**config.mk**
```make
export PLATFORM = sky130hd
export DESIGN_NAME = signed_window_minmax
export DESIGN_NICKNAME = d
export VERILOG_FILES = /design/src/rtl/signed_window_minmax.sv
export SDC_FILE = /design/constraint.sdc
export NUM_CORES = 1
export LEC_CHECK = 0
export BUFFER_PORTS_ARGS = -buffer_cell sky130_fd_sc_hd__buf_2
export CORE_AREA = 3 3 68 70
export DETAILED_ROUTE_END_ITERATION = 10
export DIE_AREA = 0 0 71 73
export PLACE_DENSITY = 0.73
export SETUP_SLACK_MARGIN = 0.3
export SYNTH_ARGS = -nofsm -noshare
export SYNTH_HDL_FRONTEND = slang
export SYNTH_SLANG_ARGS = --single-unit
```
**constraint.sdc**
```tcl
create_clock -name CLK -period 2.38 [get_ports CLK]
set_clock_uncertainty 0.1 [all_clocks]
set_input_delay 0.119 -clock CLK [delete_from_list [all_inputs] [get_ports CLK]]
set_output_delay 0.119 -clock CLK [all_outputs]
set_load 0.02 [all_outputs]
```
**src/rtl/signed_window_minmax.sv**
```systemverilog
// signed_window_minmax
//   Tracks the signed running minimum and maximum of a sample stream. A window
//   closes after WINDOW accepted samples, or earlier on FLUSH. Its result is
//   then presented on a valid/ready output port. After the handshake the
//   next window starts.
//
// Parameters
//   WIDTH   sample width, signed two's complement
//   WINDOW  samples per window (>= 1)
//
// Ports
//   CLK, RESETN            clock; asynchronous active-low reset
//   I, I_VALID, I_READY    sample input (I_READY high only while accumulating)
//   FLUSH                  close a non-empty window early
//   MIN, MAX, CNT          window result (CNT = samples in the window)
//   O_VALID, O_READY       result handshake
//   MIN_IDX, MAX_IDX       0-based window position of the sample that set
//                          MIN/MAX; present only with
//                          SIGNED_WINDOW_MINMAX_INDEX_EN defined
module signed_window_minmax #(
  parameter int unsigned WIDTH  = 8,
  parameter int unsigned WINDOW = 16
) (
  input  logic                             CLK,
  input  logic                             RESETN,
  input  logic [WIDTH-1:0]                 I,
  input  logic                             I_VALID,
  output logic                             I_READY,
  input  logic                             FLUSH,
  output logic [WIDTH-1:0]                 MIN,
  output logic [WIDTH-1:0]                 MAX,
  output logic [$clog2(WINDOW+1)-1:0]      CNT,
  output logic                             O_VALID,
  input  logic                             O_READY
`ifdef SIGNED_WINDOW_MINMAX_INDEX_EN
  ,
  output logic [((WINDOW > 1) ? $clog2(WINDOW) : 1)-1:0] MIN_IDX,
  output logic [((WINDOW > 1) ? $clog2(WINDOW) : 1)-1:0] MAX_IDX
`endif
);

  localparam int unsigned CW = $clog2(WINDOW + 1);
  localparam int unsigned IW = (WINDOW > 1) ? $clog2(WINDOW) : 1;

  typedef enum logic {
    ACCUM = 1'b0,
    HOLD  = 1'b1
  } state_t;

  state_t           state_q, state_d;
  logic [CW-1:0]    count_q, count_d;
  logic [WIDTH-1:0] min_q, min_d;
  logic [WIDTH-1:0] max_q, max_d;
  logic [CW-1:0]    cnt_q, cnt_d;
  logic             o_valid_q, o_valid_d;
  logic             accept;
  logic             close_win;
`ifdef SIGNED_WINDOW_MINMAX_INDEX_EN
  logic [IW-1:0]    min_idx_q, min_idx_d;
  logic [IW-1:0]    max_idx_q, max_idx_d;
`endif

  assign I_READY = (state_q == ACCUM);
  assign accept  = I_VALID && I_READY;

  always_comb begin
    state_d   = state_q;
    count_d   = count_q;
    min_d     = min_q;
    max_d     = max_q;
    cnt_d     = cnt_q;
    o_valid_d = o_valid_q;
    close_win = 1'b0;
`ifdef SIGNED_WINDOW_MINMAX_INDEX_EN
    min_idx_d = min_idx_q;
    max_idx_d = max_idx_q;
`endif

    unique case (state_q)
      ACCUM: begin
        if (accept) begin
          // Ties replace (<=), so the latest equal sample owns the extreme.
          if (count_q == '0 || $signed(I) <= $signed(min_q)) begin
            min_d = I;
`ifdef SIGNED_WINDOW_MINMAX_INDEX_EN
            min_idx_d = IW'(count_q);
`endif
          end
          if (count_q == '0 || $signed(max_q) <= $signed(I)) begin
            max_d = I;
`ifdef SIGNED_WINDOW_MINMAX_INDEX_EN
            max_idx_d = IW'(count_q);
`endif
          end
          count_d = count_q + 1'b1;
        end
        // An empty window is never emitted: FLUSH needs a sample already
        // held or one arriving on the same edge.
        close_win = (accept && (count_q == CW'(WINDOW - 1))) ||
                    (FLUSH && ((count_q != '0) || accept));
        if (close_win) begin
          state_d   = HOLD;
          cnt_d     = count_d;
          o_valid_d = 1'b1;
        end
      end
      HOLD: begin
        if (o_valid_q && O_READY) begin
          o_valid_d = 1'b0;
          count_d   = '0;
          state_d   = ACCUM;
        end
      end
      default: state_d = ACCUM;
    endcase
  end

  always_ff @(posedge CLK or negedge RESETN) begin
    if (!RESETN) begin
      state_q   <= ACCUM;
      count_q   <= '0;
      min_q     <= '0;
      max_q     <= '0;
      cnt_q     <= '0;
      o_valid_q <= 1'b0;
    end else begin
      state_q   <= state_d;
      count_q   <= count_d;
      min_q     <= min_d;
      max_q     <= max_d;
      cnt_q     <= cnt_d;
      o_valid_q <= o_valid_d;
    end
  end

`ifdef SIGNED_WINDOW_MINMAX_INDEX_EN
  always_ff @(posedge CLK or negedge RESETN) begin
    if (!RESETN) begin
      min_idx_q <= '0;
      max_idx_q <= '0;
    end else begin
      min_idx_q <= min_idx_d;
      max_idx_q <= max_idx_d;
    end
  end

  assign MIN_IDX = min_idx_q;
  assign MAX_IDX = max_idx_q;
`else
  // Position tracking is not built in this configuration.
`endif

  assign MIN     = min_q;
  assign MAX     = max_q;
  assign CNT     = cnt_q;
  assign O_VALID = o_valid_q;

endmodule

```
# Yosys cells after proc, flatten, opt, wreduce, memory -nomap -nowiden
# Index checks and enable logic that the tools add are counted.
# totals
ff_bits	28
input_bits	13
output_inout_bits	23
word_cells	36
# classes
n_addsub	1
order_cmp	2
n_eq_ne	3
n_mux	9
n_bitwise	1
reduce_logical	14
# op_table
cell	count
<= comparator 8 bit	2
two-way mux 5 bit	2
case mux 5 bit (2 select lines)	1
AND reduction 3 bit	2
adder 5 x 1 -> 5 bit, second input constant	1
== test 5 x 4 -> 1 bit, second input constant	1
zero test 5 bit	1
nonzero test 5 bit	1
logical AND 1 bit	4
logical OR 1 bit	4
two-way mux 1 bit	4
!= test 2 x 1 -> 1 bit, second input constant	2
case mux 1 bit (2 select lines)	2
AND reduction 2 bit	2
inverter 1 bit	1

# Longest topological paths before layout
# logic_depth
word_depth	7
ltp_mapped	8

# Worst setup path after synthesis
# No wires, ideal clock.
# synth_path
path_kind	flip-flop to flip-flop
startpoint	register max_q[7], in the netlist MAX[7]
endpoint	register max_q[1], in the netlist MAX[1]
setup_ps	125
arrival_ps	2006
slack_ps	149
stages_incl_launch_ff	8
synth_period_minus_slack_ps	2231
path_cell_list	dfrtp_1 > ha_1 > nand4_1 > o22a_2 > and4b_1 > o31a_1 > buf_6 > mux2_4
# synth_between
elab_chain_cells	3
# synth_rtl
item	line_no	text
start, declared	53	logic [WIDTH-1:0] max_q, max_d;
start signal, assigned	130	max_q <= max_d;
<= comparator 8 bit	89	if (count_q == '0 || $signed(max_q) <= $signed(I)) begin
logical OR 1 bit	89	
AND reduction 3 bit (no source line)	--	
# No other way between the ends.
# A chain may end at the register's enable or synchronous reset.

# Worst setup path in the final report
# layout_path
startpoint	register max_q[6], in the netlist MAX[6]
endpoint	register max_q[6], in the netlist MAX[6]
# The elaborated chain is that of the path after synthesis.

==> impl_metrics.json <==
{
  "global_route_wire_length_before_repair_mm": 7.62,
  "r2r-start": "MAX[6]",
  "critPathMaxStageDelay_ns": 0.44,
  "dpl.cell_count": 285,
  "min_delay_path_depth": 3,
  "slew_violations": 0,
  "ir_drop_mv": 0.608,
  "layout-drive-gt1-share": 0.340,
  "final_cell_count_no_fill": 303,
  "synthesis.yosys.warnings": 0,
  "element_type_at_the_critical_path_end": "flip-flop",
  "dp.final_hpwl_mm": 3.23,
  "cts_max_path_buffers": 2,
  "power_density_mw_per_mm2": 1390,
  "place.gp.congestion": 0.845,
  "viasPerCell": 5.36,
  "ys_ff_latch": 28,
  "filler_cell_count_in_the_final_layout": 359,
  "flow.area_growth_from_synthesis_pct": 29.8,
  "max_cap_violations": 0,
  "totalNegativeSetupSlack_ns": 0,
  "finalHoldViolCount": 0,
  "worst_ep_arrival_time_ns": 2.29,
  "drc": 0,
  "numCtsBuffers": 3,
  "synth-xor-area-share": 0.0192,
  "timing.fmax_ghz": 0.452,
  "preCtsSetupSlack_ns": 0.0615,
  "synthesis.area_sq_mm": 0.00182,
  "finalPower_uw": 3280,
  "grt_start_max_net_pins": 29,
  "syn-num-nets": 232,
  "antenna_cells_inserted": 0,
  "portBuffers": 35,
  "pin_count": 36,
  "min_from": "I[0]",
  "syn_inst_count": 200,
  "worstSkewPairLatency_ns": 0.29,
  "die_h_um": 73,
  "h-tree-depth": 1,
  "route.final.wire_length_mm": 4.46,
  "fraction_of_the_yosys_area_taken_by_sequential_cells": 0.385,
  "yosys.cell_types.count": 36,
  "synth.top_cells.by_area": "dfrtp_1 (38%), ha_1 (13%), mux2_4 (5.8%), inv_1 (4.7%), nor2_1 (3.5%)",
  "combinational_family_with_the_most_area_after_synthesis": "simple AND/OR/NAND/NOR gates",
  "start_kind": "flip-flop",
  "hold_path_class": "primary input to flip-flop",
  "floorplan.die_area_sq_mm": 0.00518,
  "first_pass_iters": 4,
  "yosys.area.top_type_share": 0.385,
  "post-route-worst-setup-slack_ns": 0.167,
  "placeableCoreArea_sq_mm": 0.00403,
  "rr_worst_depth": 6,
  "timing_worst_slew_pin_value_ns": 0.662,
  "design.final.nets": 286,
  "rrSetupSlack_ns": 0.17,
  "post_synth_and_or_nand_nor_area_fraction": 0.175,
  "cts.sinks": 28,
  "detailed_router_s_first_iteration_violation_count": 90,
  "synth.mux.area_fraction": 0.0694,
  "path_clk_slew_ns": 0.10,
  "ant_nets": 0,
  "synth.avg_cell_area_sq_um": 9.10,
  "detailroute.via_count": 1624,
  "grt_pass1_vias": 1608,
  "netlist.top_cell.by_area": "dfrtp_1",
  "timing.max_slew.rel_slack": 0.559,
  "reg2reg_to": "MAX[6]",
  "timing.critical_path.required_ns": 2.45,
  "cts_root_buf": "clkbuf_8",
  "synth-compound-area-share": 0.150,
  "period_needed_ns": 2.21,
  "overall_die_width_um": 71,
  "placementRows": 23,
  "crit_path_cell_trace": "ha_4, nand4_1, a211o_1, and4b_1, o31a_4, mux2_4",
  "maximum_fanout_count_along_the_critical_path": 8,
  "timing_worst_setup_path_type": "flip-flop to flip-flop",
  "tritoncts": "built",
  "static-leakage-power_uw": 0.00114,
  "grt.total_usage": 0.184,
  "setup_viol_count_final": 0,
  "drt-wirelength-per-cell_um": 14.7,
  "post_synth_fa_ha_maj_area_fraction": 0.131,
  "utilization": 0.586,
  "timing.hold.worst_endpoint": "MAX[0]",
  "rsz_0062_raised_after_global_routing": "yes",
  "globalRoute.totalOverflow": 0,
  "number_of_antenna_violations_at_the_first_check_in_global_routing": 0,
  "timing.critical_path.slowest_stage_cell": "dfrtp_2",
  "post-route-period-util": 0.930,
  "status": "finished clean",
  "start_util": 0.452
}
worst max-delay path by stage:
stage	from	slack [ns]	end
after floorplan	MAX[6]	0.22	MAX[2]
after global placement	MAX[4]	0.12	MAX[4]
after detailed placement	MAX[5]	0.06	MAX[6]
after CTS	MAX[6]	0.20	MAX[6]
after global routing	MAX[6]	0.1	MAX[6]
final	MAX[6]	0.17	MAX[6]
critical path, delay by kind of cell (launching register included):
family,cells,cell delay (ns)
AO/OA/AOI/OAI,2,0.63
flip-flops,1,0.44
AND/OR/NAND/NOR,2,0.36
multiplexers,1,0.32
adder cells (fa/ha/maj),1,0.27
routing by layer:
| layer | routed length, um | share of wire | track usage | up-vias |
|---|---|---|---|---|
| li1 | - | - | - | 817 |
| met1 | 2210 | 0.50 | 0.263 | 769 |
| met2 | 2020 | 0.45 | 0.279 | 31 |
| met3 | 151 | 0.034 | 0.0303 | 7 |
| met4 | 74 | 0.017 | 0.0710 | 0 |
| met5 | 0 | 0 | 0 | - |
final cells by class:
cell class                      instances  area, sq um  share of cell area
Multi-Input combinational cell        140         1080               0.457
Sequential cell                        28          707               0.299
Timing Repair Buffer                   58          357               0.151
Inverter                               23         86.3              0.0365
Tap cell                               50         62.6              0.0265
Clock buffer                            3         41.3              0.0175
Clock inverter                          1         30.0              0.0127
per-stage QoR:
step / area, sq um / hold slack [ns]
final: 2360 / 0.0415
after global routing: 2360 / 0.0418
after CTS: 2310 / 0.0351
after detailed placement: 2140 / 0.0880
after global placement: 2140 / 0.0816
after floorplan: 1880 / -0.277
where the power goes:
group          switching [uW]  leakage, uW  total (uW)  internal, uW
sequential                180     0.000329         884           704
combinational            1090     0.000773        2010           912
clock                     161    0.0000357         387           226
total                    1430      0.00114        3280          1840
placed cells by master (no fill, tap or decap), types with 2 or more instances in the layout:
cell,Yosys,routed
ha_4,0,5
inv_1,23,23
o21ai_0,9,7
ha_1,19,14
dfrtp_1,28,23
nand2_1,15,15
clkbuf_8,0,3
nor2_1,17,16
buf_4,0,20
o211ai_1,8,8
a211oi_1,2,2
nand4_1,10,10
mux2_4,7,7
a21oi_1,10,9
xor2_1,3,3
a31oi_1,8,8
dlygate4sd3_1,0,2
nand2b_1,2,2
buf_2,1,35
nand3_1,12,12
dfrtp_2,0,5
registers in the layout, indices dropped and copies added (netlist names):
name and count:
state_q 1, MAX 8, CNT 5, MIN 8, O_VALID 1, count_q 5
kinds of logic after synthesis:
logic type | after synthesis
muxes | 9
DFF | 28
xor gates and xnor gates | 4
buffers and inverters | 32
and+or+nand+nor | 65
adders and majority gates | 19
AOI/OAI and AO/OA | 43
cells in the mapped netlist:
| cell type | count |
|---|---|
| dfrtp_1 | 28 |
| inv_1 | 23 |
| ha_1 | 19 |
| nor2_1 | 17 |
| nand2_1 | 15 |
| nand3_1 | 12 |
| a21oi_1 | 10 |
| nand4_1 | 10 |
| o21ai_0 | 9 |
| a31oi_1 | 8 |
| o211ai_1 | 8 |
| mux2_4 | 7 |
| clkbuf_1 | 5 |
| xor2_1 | 3 |
| a211oi_1 | 2 |
| buf_1 | 2 |
| nand2b_1 | 2 |
| o31a_1 | 2 |
| a211o_1 | 1 |
| a2bb2oi_1 | 1 |
| and2_1 | 1 |
| and3_1 | 1 |
| and4b_1 | 1 |
| buf_2 | 1 |
| buf_6 | 1 |
| mux2_2 | 1 |
| mux2i_1 | 1 |
| nand3b_1 | 1 |
| nor2b_1 | 1 |
| nor3_1 | 1 |
| o22a_2 | 1 |
| o31ai_1 | 1 |
| or2_2 | 1 |
| or3_1 | 1 |
| or4b_1 | 1 |
| xnor2_1 | 1 |
timing repair:
action	4_1_cts	5_1_grt
setup buffers	9	3
setup endpoints to repair	12	21
pin swaps	2	2
hold buffers	2	0
gates resized for setup	3	7
cloned	0	0
endpoints found under the hold margin	29	0
Power figures use the tool's default switching activity.
